## src/rtl/sps_pkg.sv

```systemverilog
// Shared definitions for the parking dwell-time block: slot count, the
// 6-bit time type, the mm:ss record, the display FSM encoding and the fee
// helper used when the SPS_FEE_EN build option is enabled.
package sps_pkg;

  localparam int NUM_SLOTS = 4;
  localparam int SLOT_W    = $clog2(NUM_SLOTS);

  typedef logic [5:0] time_t;

  // Largest value either time field may hold (59 s, 59 min).
  localparam time_t TIME_LIMIT = 6'd59;

  typedef struct packed {
    time_t minutes;
    time_t seconds;
  } dwell_t;

  typedef enum logic {
    IDLE = 1'b0,
    SHOW = 1'b1
  } state_t;

  // Fee for a dwell time: every started minute costs `rate` units, capped at 255.
  function automatic logic [7:0] fee_calc(input dwell_t d, input int unsigned rate);
    int unsigned units;
    int unsigned product;
    units   = 32'(d.minutes) + ((d.seconds != '0) ? 32'd1 : 32'd0);
    product = units * rate;
    return (product > 32'd255) ? 8'd255 : product[7:0];
  endfunction

endpackage

```

## src/rtl/slot_counter.sv

```systemverilog
// Per-slot mm:ss dwell counter: cleared on entry, advanced by the 1 Hz tick
// while the slot is occupied, and held once it reaches 59:59.
module slot_counter
  import sps_pkg::*;
(
  input  logic   clk,
  input  logic   reset,
  input  logic   clear,
  input  logic   tick,
  output dwell_t count
);

  // Clear has priority over tick so an entry coinciding with a tick starts at 00:00.
  always_ff @(posedge clk) begin
    // NOTE: state is updated with <= so every register samples pre-edge values;
    // blocking assignments here would make the result depend on statement order.
    if (reset || clear) begin
      count <= '0;
    end else if (tick) begin
      if (count.seconds != TIME_LIMIT) begin
        count.seconds <= count.seconds + 6'd1;
      end else if (count.minutes != TIME_LIMIT) begin
        count.seconds <= '0;
        count.minutes <= count.minutes + 6'd1;
      end
      // At 59:59 the counter simply holds.
    end
  end

endmodule

```

## src/rtl/parking_timer.sv

```systemverilog
// Parking dwell-time display. Each slot runs its own mm:ss counter; when a
// car leaves, its dwell time is snapshotted and queued, and a two-state FSM
// shows the queued times one at a time (lowest slot first) for SHOW_SECS
// seconds each.
// Build option: define SPS_FEE_EN to compute a per-minute fee on the shown
// slot; without it the fee output is tied to zero.
module parking_timer
  import sps_pkg::*;
#(
  parameter int SHOW_SECS = 5,
  parameter int RATE      = 2
) (
  input  logic                 clk,
  input  logic                 reset,
  input  logic                 tick_1hz,
  input  logic [NUM_SLOTS-1:0] spots,
  output time_t                minutes,
  output time_t                seconds,
  output logic                 show_active,
  output logic [SLOT_W-1:0]    show_slot,
  output logic [7:0]           fee,
  output logic                 done_pulse
);

  localparam int                CNT_W     = (SHOW_SECS > 1) ? $clog2(SHOW_SECS) : 1;
  localparam logic [CNT_W-1:0]  SHOW_LAST = CNT_W'(SHOW_SECS - 1);

  if (SHOW_SECS < 1 || RATE < 1) begin : g_param_check
    $error("parking_timer: SHOW_SECS and RATE must both be at least 1");
  end

  logic [NUM_SLOTS-1:0] spots_q;
  logic [NUM_SLOTS-1:0] entry;
  logic [NUM_SLOTS-1:0] vacate;
  logic [NUM_SLOTS-1:0] pending;
  dwell_t               count [NUM_SLOTS];
  dwell_t               snap  [NUM_SLOTS];
  state_t               state;
  logic [CNT_W-1:0]     show_cnt;
  logic [SLOT_W-1:0]    sel;
  logic                 load;
  logic [7:0]           fee_next;

  // Registered copy of the occupancy vector used for edge detection.
  always_ff @(posedge clk) begin
    if (reset) spots_q <= '0;
    else       spots_q <= spots;
  end

  assign entry  = spots & ~spots_q;
  assign vacate = ~spots & spots_q;

  for (genvar i = 0; i < NUM_SLOTS; i++) begin : g_slot
    slot_counter u_counter (
      .clk   (clk),
      .reset (reset),
      .clear (entry[i]),
      .tick  (tick_1hz & spots[i]),
      .count (count[i])
    );
  end

  // Lowest-index pending slot; scanning downwards lets the lowest hit win.
  always_comb begin
    // NOTE: sel gets a default before the loop so every path assigns it and
    // no latch is inferred when nothing is pending.
    sel = '0;
    for (int i = NUM_SLOTS - 1; i >= 0; i--) begin
      if (pending[i]) sel = SLOT_W'(i);
    end
  end

  // A show starts from IDLE as soon as anything is queued, or back-to-back
  // on the tick that ends the current show.
  assign load = (pending != '0) &&
                ((state == IDLE) || (tick_1hz && (show_cnt == SHOW_LAST)));

`ifdef SPS_FEE_EN
  assign fee_next = fee_calc(snap[sel], int unsigned'(RATE));
`else
  assign fee_next = 8'd0;
`endif

  // Snapshot and queue each vacated slot; a new vacate wins over the
  // service clear and overwrites any unserviced snapshot.
  always_ff @(posedge clk) begin
    if (reset) begin
      pending <= '0;
      // NOTE: the snapshot array is explicitly reset so a show started right
      // after reset can never expose stale times from before it.
      for (int i = 0; i < NUM_SLOTS; i++) snap[i] <= '0;
    end else begin
      for (int i = 0; i < NUM_SLOTS; i++) begin
        if (vacate[i]) begin
          snap[i]    <= count[i];
          pending[i] <= 1'b1;
        end else if (load && (sel == SLOT_W'(i))) begin
          pending[i] <= 1'b0;
        end
      end
    end
  end

  // Display FSM with registered outputs: load a snapshot, hold it for
  // SHOW_SECS ticks, then chain to the next one or fall back to IDLE.
  always_ff @(posedge clk) begin
    if (reset) begin
      state       <= IDLE;
      show_cnt    <= '0;
      minutes     <= '0;
      seconds     <= '0;
      show_slot   <= '0;
      fee         <= '0;
      show_active <= 1'b0;
      done_pulse  <= 1'b0;
    end else begin
      done_pulse <= 1'b0;
      if (load) begin
        state       <= SHOW;
        show_cnt    <= '0;
        minutes     <= snap[sel].minutes;
        seconds     <= snap[sel].seconds;
        show_slot   <= sel;
        fee         <= fee_next;
        show_active <= 1'b1;
        done_pulse  <= 1'b1;
      end else if (state == SHOW && tick_1hz) begin
        if (show_cnt == SHOW_LAST) begin
          state       <= IDLE;
          show_cnt    <= '0;
          minutes     <= '0;
          seconds     <= '0;
          show_slot   <= '0;
          fee         <= '0;
          show_active <= 1'b0;
        end else begin
          show_cnt <= show_cnt + CNT_W'(1);
        end
      end
    end
  end

endmodule

```

## config.mk

```make
export PLATFORM = sky130hd
export DESIGN_NAME = parking_timer
export DESIGN_NICKNAME = d
export VERILOG_FILES = /design/src/rtl/sps_pkg.sv /design/src/rtl/slot_counter.sv /design/src/rtl/parking_timer.sv
export SDC_FILE = /design/constraint.sdc
export NUM_CORES = 1
export LEC_CHECK = 0
export ABC_AREA = 1
export ABC_CLOCK_PERIOD_IN_PS = 1400
export BUFFER_PORTS_ARGS = -buffer_cell sky130_fd_sc_hd__buf_2
export CAP_MARGIN = 20
export CELL_PAD_IN_SITES_DETAIL_PLACEMENT = 1
export CELL_PAD_IN_SITES_GLOBAL_PLACEMENT = 2
export CORE_MARGIN = 4
export CORE_UTILIZATION = 33
export CTS_CLUSTER_SIZE = 10
export DETAILED_ROUTE_END_ITERATION = 6
export PLACE_DENSITY = 0.82
export SYNTH_ARGS = -nofsm -noshare
export SYNTH_HDL_FRONTEND = slang
export SYNTH_HIERARCHICAL = 1
export SYNTH_SLANG_ARGS = --single-unit
```

## constraint.sdc

```tcl
create_clock -name clk -period 1.4 [get_ports clk]
set_input_delay 0.28 -clock clk [delete_from_list [all_inputs] [get_ports clk]]
set_output_delay 0.28 -clock clk [all_outputs]
set_load 0.02 [all_outputs]
```

# Yosys cells after proc, flatten, opt, wreduce, memory -nomap -nowiden
# Memories as Yosys holds them, arrays and structs flattened.
# Index checks and enable logic that the tools add are counted.
# word_totals
regBits	75
mem_bits_rw	48
word_cells	142
n_memories	1
# memory_table
memory	depth	width	read_ports	rd_ports_with_merged_regs	wr	line	text
snap	4	12	1	0	4	parking_timer.sv:37	dwell_t snap [NUM_SLOTS];
# classes
add_sub_neg	9
eq_ne	12
mux	50
bitwise	17
n_reduce_logical	34
# op_table
operator	n
$mux 6	12
$add 6x1->6 const B	8
$mux 12	4
$ne 6x6->1 const B	8
$mux 1	26
$reduce_bool 2->1	10
$mux 2	7
$reduce_and 3->1	4
$reduce_and 2->1	5
$and 4x4->4	2
$not 4->4	2
$logic_and 1x1->1	7
$logic_or 1x1->1	5
$not 1->1	5
$and 1x1->1	4
$eq 2x2->1 const B	2
$or 1x1->1	4
$reduce_bool 4->1	1
$add 3x1->3 const B	1
$eq 3x3->1 const B	1
$mux 3	1
$eq 2x1->1 const B	1
$logic_not 2->1	1
$reduce_or 2->1	1

# Depth between registers and ports, before layout
# logic_depth
ltp_word	8
ltp_mapped	10

# By module
# Netlist, hierarchy kept.
# by_module_without_submodules
mod	instances	cells_each	area_each_um2
parking_timer	1	410	3549.7
slot_counter	4	99	676.9

# Least setup slack after synthesis
# No wires, ideal clock.
# synth_path
kind	input-to-reg
from	input reset
to	memory snap[0][0] (netlist bit), enable pin
setup_ns	0.350
t_arrival_ns	1.116
path_slack_ns	-0.066
path_stages	4
cell_sequence	buf_4 clkinv_1 clkbuf_1 nand2_1
# synth_rtl
element	line	text
start: declaration	parking_timer.sv:14	input logic reset,
end: declaration	parking_timer.sv:37	

# Worst setup path in the final report
# layout_path
from	register show_cnt[1]
to	register minutes[3]
# layout_via
elab_chain_cells	6
elab_cells_between_ends	8
cone_classes	eq/ne: 1; mux: 1; reduce/logical: 6
# layout_lines
element	line	text
start: declaration	parking_timer.sv:39	logic [CNT_W-1:0] show_cnt;
start signal: assignment	parking_timer.sv:137	show_cnt <= show_cnt + CNT_W'(1);
$eq 3x3->1 (*)	parking_timer.sv:76, parking_timer.sv:128	
$logic_and 1x1->1	parking_timer.sv:76	((state == IDLE) || (tick_1hz && (show_cnt == SHOW_LAST)));
$logic_or 1x1->1	parking_timer.sv:76	
$logic_and 1x1->1	parking_timer.sv:75	assign load = (pending != '0) &&
$reduce_bool 2->1 (no source line)	n/a	
$reduce_and 2->1 (no source line)	n/a	
end signal: assignment	parking_timer.sv:121	minutes <= snap[sel].minutes;
end: declaration	parking_timer.sv:17	output time_t minutes,
# Every way passes the cells marked *; elsewhere a longest branch is shown, timed or not.
# A chain may end at the register's enable or synchronous reset.

==> results by group <==
Run status
  • Status: finished with violations
  • Failing checks: setup timing

CTS
  • CTS tree: built
  • CTS Hold Bufs: 0
  • Clock buffer count from CTS: 17
  • Clock slew seen by the registers of the worst setup and hold paths: 0.05 ns
  • Root buf cell: clkbuf_16
  • H-tree Lvls: 4
  • CTS Sinks: 123
  • Maximum clock insertion buffer count: 2
  • Worst-Skew Late Latency: 0.42 ns

Place
  • Post-Place Cell Area: 7220 um2
  • Hpwl dp: 12300 um
  • Final Wtd Congestion: 0.798
  • PortBufs: 22

Logic synthesis
  • Largest area contributor in the synthesized netlist: dfxtp_1
  • Async SR Flop Fraction: 0%
  • Count leader, synth: nand2_1
  • Top cells by count, synth: 178 x nand2_1, 109 x nor2_1, 105 x nand3_1, 94 x inv_1, 75 x dfxtp_1
  • Yosys cell types: 33
  • Syn_area_per_cell: 7.76 um2
  • Yosys top cell area share: 24.0%
  • Post-synth EDFFs: 48
  • Synth Instances: 806
  • Synth Flop Type: dfxtp_1
  • Seq/Total Area, Yosys: 47.0%
  • Synth Warn #: 6
  • Synthesized area: 6260 um2
  • Synth area leaders: dfxtp_1 24%, edfxtp_1 23%, nand2_1 11%
  • Yosys reg bits: 123

Worst setup path
  • Worst Path Arrival: 1.76 ns
  • CP required: 1.75 ns
  • Critical Path End Type: flop
  • Startpoint Class: flop
  • Crit path kind: flop to flop
  • Worst Path Max Fanout: 6

STA
  • Final Hold Vio Count: 0
  • Fmax: 712 MHz
  • Worst clock skew: 0.00799 ns
  • Final setup margin: -0.00393 ns
  • Max-slew violations: 0
  • Unrepaired setup endpoints after global routing: yes
  • Final period utilization: 100%
  • Hold WS: 0.156 ns
  • Setup TNS: -0.00393 ns
  • Final worst path period need: 1.40 ns
  • Final setup fails: 1

Hold path
  • Min-delay worst type: input port to flop

Power and ir drop
  • Peak VDD IR: 0.760 mV
  • Comb pwr share: 9.8%
  • Clock power share: 47.4%
  • Sw Ratio: 23.9%
  • P_sw: 0.00217 W
  • PD cells: 1120 nW/um2
  • Part of the power in registers: 42.8%
  • P_int: 0.00693 W
  • Leak: 3.31 nW

Run
  • Max cap viols: 0

Floorplan
  • Site row count: 50
  • Die X: 146 um
  • Core Footprint: 18700 um2
  • Ports: 31
  • Initial Util: 33.5%
  • Die area: 21200 um2
  • Die H: 146 um

Route
  • DR pass1 iterations: 4
  • Starting DRT DRC Count: 255
  • DRC viols: 0
  • Per-cell routed wire length: 15.0 um
  • Routed vias: 5509
  • Final wirelength: 17300 um
  • Vias per inst: 4.78
  • Antenna viol nets, final: 0

Global routing
  • M1 GR Usage: 22.4%
  • First-pass GRT wire length: 28600 um
  • Total gr overflow: 0
  • Tot GR Track Use: 16.4%
  • Largest net degree at the start of global routing: 26
  • Met2 GRT Util: 26.6%
  • Gr busiest metal: met2
  • Antenna violations before repair: 0
  • Vias in the first global route: 5696
  • Met3 usage: 2.93%

Finish
  • Share of cells above drive strength 1: 27.3%
  • # fillers: 2278
  • Area of the multi-input gates: 3020 um2
  • Fin nets: 923
  • Post-route cell area: 8160 um2
  • Reg area: 2960 um2
  • Layout Area Growth over Synthesis: 30.4%
  • ANT cells: 0
-- final timing paths --
kind | from | endpoint | slack [ns] | cells after the start
max reg2reg | show_cnt[1] | minutes[3] | -0.004 | 9
min reg2reg | show_slot[0] | show_slot[0] | 0.47 | 2
min | spots[0] | spots_q[0] | 0.16 | 3
max | show_cnt[1] | minutes[3] | -0.004 | 9
-- cell usage in the layout, fill, tap and decap left out, types with 28 or more instances in the layout --
master,Yosys,final
inv_1,94,91
nand4_1,28,28
nand2_2,14,41
buf_4,17,65
nor2_1,109,107
nand2_1,178,142
a21oi_1,41,34
nand3_1,105,97
edfxtp_1,48,48
dfxtp_1,75,60
-- power groups by stage --
| stage | Clock (W) | Combinational, W | Sequential [W] |
|---|---|---|---|
| global route | 0.00459 | 0.000974 | 0.00390 |
| finish | 0.00432 | 0.000893 | 0.00389 |
| detailed placement | 0 | 0.000785 | 0.00396 |
| floorplan | 0 | 0.000452 | 0.00399 |
| CTS | 0.00442 | 0.000809 | 0.00389 |
| global placement | 0 | 0.000771 | 0.00396 |
-- registers in the layout, summed over array words and instances (netlist names) --
| register | flops |
|---|---|
| done_pulse | 1 |
| show_cnt | 3 |
| minutes | 6 |
| seconds | 6 |
| state | 1 |
| show_slot | 2 |
| spots_q | 4 |
| pending | 4 |
| g_slot.u_counter/count | 48 |
| snap | 48 |
-- per-stage QoR --
step,utilization [%],cells,worst slack (ns),total power (W)
after floorplan,-,813,-0.0662,0.00444
after global placement,38.6,1116,-0.0294,0.00473
after detailed placement,38.6,1116,-0.0373,0.00475
after CTS,41.9,1150,0.0110,0.00911
after global routing,43.6,1153,-0.0759,0.00947
final,43.6,1153,-0.00393,0.00910
-- worst max-delay path, cell delays in order (launching register included) --
cell and delay, ns:
dfxtp_2 0.33, inv_2 0.06, ha_4 0.14, nand2_4 0.06
o21ai_4 0.20, nand2_4 0.12, nor2_8 0.15, clkbuf_16 0.17
nand2_2 0.05, nand2_1 0.06
-- kinds of logic after synthesis --
family / synth area share (%)
adder cells (fa/ha/maj): 2.00
flip-flops: 47.0
buffers and inverters: 9.58
AO/OA/AOI/OAI: 5.16
AND/OR/NAND/NOR: 33.4
other: 0.0599
XOR/XNOR: 2.80
-- final cells by class --
type,count,share of cell area [%]
repair buffers,104,11.3
well taps,234,3.59
flip-flops and latches,123,36.3
multi-input cells,555,37.0
clock buffers,22,5.44
clock inverters,10,1.52
inverters,105,4.86
-- metal layers --
metal / routed length [um] / vias to the layer above
met5: 0 / -
met1: 8370 / 2641
met4: 208 / 0
li1: - / 2795
met3: 406 / 17
met2: 8330 / 56
-- repair_timing --
item / CTS / global route
buffers inserted: 2 / 2
pin swaps: 3 / 30
cloned: 0 / 1
gates resized for setup: 6 / 88
endpoints found under the setup margin: 6 / 61
Note: power is estimated with default switching activity, not from simulation.
